<file path="src/rtl/arb8_pkg.sv">
// Shared sizes and FSM encoding for the 8-way round-robin resource scheduler.
package arb8_pkg;
  localparam int N_REQ = 8;
  localparam int IDX_W = 3;

  typedef enum logic [1:0] {
    IDLE = 2'd0,
    BUSY = 2'd1,
    GAP  = 2'd2
  } state_t;
endpackage

</file>
<file path="src/rtl/arb8_sched_rr_pick8.sv">
// Combinational rotating-priority pick: first set req bit scanning upward from ptr, mod 8.
module rr_pick8
  import arb8_pkg::*;
(
  input  logic [N_REQ-1:0] req,
  input  logic [IDX_W-1:0] ptr,
  output logic [IDX_W-1:0] win,
  output logic             any
);
  logic [IDX_W-1:0] k;

  // Scan from the far end so the closest requester to ptr is written last.
  always_comb begin
    win = ptr;
    k   = ptr;
    for (int i = N_REQ-1; i >= 0; i--) begin
      k = ptr + IDX_W'(i);
      if (req[k]) win = k;
    end
  end

  assign any = |req;
endmodule

</file>
<file path="src/rtl/arb8_sched.sv">
// 8-requester round-robin scheduler with registered one-hot grant and one-cycle dead time.
// Optional grant hold timeout enabled by defining ARB_TIMEOUT_EN.
module arb8_sched
  import arb8_pkg::*;
#(
  parameter int TIMEOUT_CYCLES = 16
) (
  input  logic             clk,
  input  logic             rst_n,
  input  logic [N_REQ-1:0] req,
  input  logic             done,
  output logic [N_REQ-1:0] gnt,
  output logic [IDX_W-1:0] gnt_idx,
  output logic             gnt_vld,
  output logic             tmo
);
  state_t           state, state_nxt;
  logic [IDX_W-1:0] ptr, win;
  logic             any, grab, rel, hold_max;

  rr_pick8 u_pick (
    .req (req),
    .ptr (ptr),
    .win (win),
    .any (any)
  );

`ifdef ARB_TIMEOUT_EN
  localparam int CNT_W = $clog2(TIMEOUT_CYCLES + 1);
  logic [CNT_W-1:0] hold_cnt;

  assign hold_max = (hold_cnt == CNT_W'(TIMEOUT_CYCLES - 1));

  always_ff @(posedge clk or negedge rst_n) begin
    if (!rst_n) begin
      hold_cnt <= '0;
      tmo      <= 1'b0;
    end else begin
      if (grab)               hold_cnt <= '0;
      else if (state == BUSY) hold_cnt <= hold_cnt + CNT_W'(1);
      // done takes precedence, so a coincident release is not flagged
      tmo <= (state == BUSY) && hold_max && !done;
    end
  end
`else
  assign hold_max = 1'b0;
  assign tmo      = 1'b0;
`endif

  always_ff @(posedge clk or negedge rst_n) begin
    if (!rst_n) state <= IDLE;
    else        state <= state_nxt;
  end

  always_comb begin
    state_nxt = state;
    grab      = 1'b0;
    rel       = 1'b0;
    case (state)
      IDLE: if (any) begin
        state_nxt = BUSY;
        grab      = 1'b1;
      end
      BUSY: if (done || hold_max) begin
        state_nxt = GAP;
        rel       = 1'b1;
      end
      GAP:     state_nxt = IDLE;
      default: state_nxt = IDLE;
    endcase
  end

  // gnt_idx deliberately keeps the last owner after release
  always_ff @(posedge clk or negedge rst_n) begin
    if (!rst_n) begin
      gnt     <= '0;
      gnt_idx <= '0;
      gnt_vld <= 1'b0;
      ptr     <= '0;
    end else if (grab) begin
      gnt     <= N_REQ'(1) << win;
      gnt_idx <= win;
      gnt_vld <= 1'b1;
      ptr     <= win + IDX_W'(1);
    end else if (rel) begin
      gnt     <= '0;
      gnt_vld <= 1'b0;
    end
  end
endmodule

</file>
<file path="config.mk">
export PLATFORM = sky130hd
export DESIGN_NAME = arb8_sched
export DESIGN_NICKNAME = d
export VERILOG_FILES = /design/src/rtl/arb8_pkg.sv /design/src/rtl/arb8_sched_rr_pick8.sv /design/src/rtl/arb8_sched.sv
export SDC_FILE = /design/constraint.sdc
export NUM_CORES = 1
export LEC_CHECK = 0
export CAP_MARGIN = 20
export CORE_MARGIN = 2
export CORE_UTILIZATION = 35
export CTS_BUF_LIST = sky130_fd_sc_hd__clkbuf_16
export DETAILED_ROUTE_END_ITERATION = 16
export PLACE_DENSITY = 0.53
export SYNTH_ARGS = -nofsm -noshare
export SYNTH_HDL_FRONTEND = slang
export SYNTH_SLANG_ARGS = --single-unit
export TNS_END_PERCENT = 30
</file>
<file path="constraint.sdc">
create_clock -name clk -period 4.61 [get_ports clk]
set_input_delay 1.1525 -clock clk [delete_from_list [all_inputs] [get_ports clk]]
set_output_delay 1.1525 -clock clk [all_outputs]
set_load 0.02 [all_outputs]
</file>
# After elaboration in Yosys (flattened, before gate mapping)
# Index checks and enable logic that the tools add are counted.
# word_totals
output_inout_bits	13
in_bits	11
elab_cells	64
regBits	17
# op_classes
magnitude_cmp	8
n_shift	1
addsub	8
n_eq_ne	3
n_reduce_logical	4
muxes	35
# op_table
op	count
3-bit by 4-bit < comparator with 1-bit output (second input constant)	8
1-bit binary-select mux with 3-bit select	8
3-bit 2-to-1 mux	8
8-bit 2-to-1 mux	2
1-bit 2-to-1 mux	14
3-bit adder (second input constant)	4
8-bit OR reduction	1
1-bit by 3-bit left shift with 8-bit output (first input constant)	1
3-bit by 1-bit adder with 3-bit output (second input constant)	2
3-bit by 2-bit adder with 3-bit output (second input constant)	2
2-bit 2-to-1 mux	2
2-bit != test (second input constant)	2
2-bit case mux with 2 select lines	1
2-bit by 1-bit equality test with 1-bit output (second input constant)	1
2-bit logical NOT	1
2-bit AND reduction	1
2-bit nonzero test	1

# Longest topological paths before layout
# depth
ltp_word	13
mapped_depth	15
depth_no_buf	12

# By module
# From an unflattened synthesis, not the netlist that was laid out.
# hier_totals
hier_cells	151
area_unflattened_um2	1659.1
# modules_own_cells
module	instances	cells_each	area_each_um2	seq_area_each_um2
rr_pick8	1	94	874.6	0.0
arb8_sched	1	57	784.5	425.4

# Least setup slack after synthesis
# OpenSTA, ideal clock, no wires.
# synth_path
path_kind	register to register
start	register ptr[1]
end	register ptr[2]
slack_ns	1.104
path_stages_with_launch	14
arrival_time_ns	3.381
path_cell_list	dfrtp_1 > buf_6 > clkbuf_1 > inv_1 > ha_1 > clkbuf_1 > mux4_2 > mux2_2 > a211oi_2 > nor4_2 > nor3_2 > nor3_2 > ha_1 > mux2_2
# synth_via
elab_chain_cells	12
word_cells_on_any_way	32
classes_between	8 x add/sub; 24 x mux
# synth_lines
item	line	rtl
from (decl)	arb8_sched.sv:18	logic [IDX_W-1:0] ptr, win;
from (signal assigned)	arb8_sched.sv:84	ptr <= win + IDX_W'(1);
3-bit adder	arb8_sched_rr_pick8.sv:17	k = ptr + IDX_W'(i);
1-bit binary-select mux with 3-bit select	arb8_sched_rr_pick8.sv:18	if (req[k]) win = k;
1-bit 2-to-1 mux (implied by the code)	arb8_sched_rr_pick8.sv:18	
3-bit 2-to-1 mux (7 in series)	arb8_sched_rr_pick8.sv:18	
3-bit 2-to-1 mux (*)	arb8_sched_rr_pick8.sv:18	
3-bit by 1-bit adder with 3-bit output (*)	arb8_sched.sv:84	
# Every way passes the cells marked *; elsewhere a longest branch is shown, timed or not. The select of a mux whose other input is x is not followed.
# A chain may end at the register's enable or synchronous reset.

# Worst setup path after layout
# layout_path
start	input port req[2]
end	register ptr[2]
# layout_via
elab_chain_cells	11
word_cells_on_any_way	28
classes_between	1 x add/sub; 26 x mux; 1 x reduce/logical
# layout_lines
item	line	rtl
from (decl)	arb8_sched.sv:10	input logic [N_REQ-1:0] req,
1-bit binary-select mux with 3-bit select	arb8_sched_rr_pick8.sv:18	
1-bit 2-to-1 mux (implied by the code)	arb8_sched_rr_pick8.sv:18	
3-bit 2-to-1 mux (8 in series)	arb8_sched_rr_pick8.sv:18	
3-bit by 1-bit adder with 3-bit output	arb8_sched.sv:84	
# Parallel ways exist; a longest one is shown, timed or not. The select of a mux whose other input is x is not followed.

==> impl_metrics.yaml <==
outcome:
  outcome: "complete, no violations"
global_routing:
  grt_max_degree: 20
  grt_pass1_vias: 1377
  grt_pass1_wl_um: 6540
  grt_usage: 0.157
  grt.overflow.total: 0
  antenna_found_initial: 0
synthesis:
  yosysWarnings: 0
  synth_edf_count: 0
  synth_cells: 161
  async_flop_share: 1.00
  postSynthAreaPerCell_um2: 9.84
  yosysSeqAreaShare: 0.269
  synth_nets: 175
  ys_ff_latch: 17
  synth_top_flop_cell: "dfrtp_1"
  syn_area_mm2: 0.00158
  synth_cell_types: 52
placement:
  dp_slack_ns: 0.454
  dp_hpwl_um: 2870
  port_buffers: 22
  globalplace.congestion: 0.933
layout:
  multiInputGateArea_mm2: 0.00106
  utilization: 0.435
  antennaDiodeCount: 0
  area_growth_pct: 19.6
  final_nets: 192
  regArea_um2: 425
  layout-drive-gt1-share: 0.175
  fill_cells: 403
route:
  vias_per_cell: 5.89
  drt_iter0_drc: 76
  avgRoutedWirePerCell_um: 16.8
  dr.pass1.iters: 4
  drt_wl_total_um: 3840
  vias: 1349
  ant_nets: 0
  drc_errors: 0
worst_setup_path:
  critPathKind: "input port to flop"
  cp.arrival_ns: 4.01
  critPathMaxFanout: 7
  worstPathRequired_ns: 4.74
  end_kind: "flop"
  worstSetupStartpointType: "input port"
floorplanning:
  die_area_mm2: 0.00508
  die_w_um: 71.3
  die_h_um: 71.3
  rows: 24
  core_area_mm2: 0.00435
  num_io_pins: 24
  start_util: 0.364
clocking:
  cts_max_level: 1
  cts_buffers: 3
  path_clk_slew_ns: 0.05
  cts_hold_buffers: 0
  cts_tree: "built"
  clk_latency_ns: 0.25
  clock_sinks: 17
  clockBufferDepth: 2
  clockRootBuffer: "clkbuf_16"
  cts_setup_buffers: 0
  cts-resized-gates: 0
hold_path:
  hold_class: "flop to flop"
timing:
  maxSlewHeadroom: 0.510
  finalCriticalPeriod_ns: 3.88
  fin_skew_ns: 0.00253
  tns_ns: 0
  worst_hold_slack_ns: 0.479
  worst_slack_ns: 0.733
  fin_crit_sh: 0.841
  worst_slew_pin_slew_ns: 0.732
  setup_viol: 0
  hold_viol: 0
  maxSlewViolCount: 0
  fmax_ghz: 0.258
  rsz0062_at_grt: "no"
job:
  cap_violations: 0
[placed cells by master (no fill, tap or decap), types with 2 or more instances in the layout]
| cell | n |
|---|---|
| a211o_1 | 3 |
| a211oi_1 | 2 |
| a21oi_1 | 7 |
| a31oi_1 | 2 |
| a32o_1 | 7 |
| clkbuf_16 | 3 |
| clkdlybuf4s50_1 | 22 |
| dfrtp_1 | 17 |
| ha_1 | 3 |
| inv_1 | 9 |
| mux2_2 | 5 |
| mux2i_1 | 8 |
| mux4_2 | 9 |
| nand2_1 | 20 |
| nand2b_1 | 2 |
| nand3_1 | 5 |
| nand3b_1 | 2 |
| nor2_1 | 5 |
| nor3_1 | 2 |
| nor3_2 | 2 |
| nor4_1 | 2 |
| o21ai_0 | 6 |
| o31ai_1 | 3 |
| xnor2_1 | 2 |
| xor2_1 | 2 |
[through the flow]
step	cell area (µm²)	std cells
3_3_place_gp	1810	225
6_report	1890	229
5_1_grt	1890	229
3_5_place_dp	1810	225
2_1_floorplan	1580	161
4_1_cts	1890	229
[area by class of cell]
cell class,count,share of cell area
repair buffers,23,0.120
flip-flops and latches,17,0.225
inverters,9,0.0178
multi-input cells,124,0.561
clock buffers,3,0.0396
clock inverters,1,0.00264
well taps,52,0.0343
[synth_stat cells, types with 5 or more instances]
cell	number	area, µm²
a21oi_1	7	35.0
a32o_1	7	70.1
clkbuf_1	6	22.5
dfrtp_1	17	425
inv_1	9	33.8
mux2_2	5	56.3
mux2i_1	8	80.1
mux4_2	9	203
nand2_1	20	75.1
nand3_1	5	25.0
nor2_1	5	18.8
o21ai_0	6	30.0
[final timing paths]
| check | start | endpoint | slack (ns) | depth (start not counted) |
|---|---|---|---|---|
| max | req[2] | ptr[2]$_DFFE_PN0P_ | 0.73 | 9 |
| min | gnt_vld$_DFFE_PN0P_ | gnt_vld$_DFFE_PN0P_ | 0.48 | 2 |
| max reg2reg | ptr[0]$_DFFE_PN0P_ | ptr[2]$_DFFE_PN0P_ | 0.83 | 11 |
| min reg2reg | gnt_vld$_DFFE_PN0P_ | gnt_vld$_DFFE_PN0P_ | 0.48 | 2 |
| max in group asynchronous | rst_n | ptr[0]$_DFFE_PN0P_ | 2.80 | 1 |
| min in group asynchronous | rst_n | gnt[1]$_DFFE_PN0P_ | 1.34 | 1 |
[critical path: stages]
cell and delay, ns:
clkdlybuf4s50_1 0.51, mux4_2 0.56, mux2i_1 0.48, nand2_1 0.11, a211o_1 0.28, a31oi_2 0.26, nor3_2 0.10, ha_1 0.28
mux2_2 0.26
[registers in the layout (all words and copies together) (netlist names)]
name / flops
gnt: 8
gnt_vld: 1
state: 2
ptr: 3
gnt_idx: 3
[cell families (layout without fill, tap and decap cells)]
| kind of cell | Yosys count | count (layout) | share of synthesized area |
|---|---|---|---|
| AOI/OAI and AO/OA | 45 | 45 | 0.233 |
| xor gates and xnor gates | 4 | 4 | 0.0221 |
| adders and majority gates | 3 | 3 | 0.0237 |
| buffers and inverters | 20 | 36 | 0.0608 |
| DFF | 17 | 17 | 0.269 |
| muxes | 23 | 23 | 0.224 |
| other | 1 | 1 | 0.00237 |
| and+or+nand+nor | 48 | 48 | 0.166 |
[metal layers]
| metal | part of all wire | track usage | vias up | routed length, µm |
|---|---|---|---|---|
| met5 | 0 | 0 | - | 0 |
| met4 | 0.0026 | 0.0356 | 0 | 10 |
| met3 | 0.025 | 0.0183 | 2 | 97 |
| met2 | 0.50 | 0.257 | 26 | 1910 |
| met1 | 0.47 | 0.224 | 671 | 1820 |
| li1 | - | - | 650 | - |
Power is not shown: default switching activity piles up to over one toggle a cycle in this logic, so the estimate is an artifact.
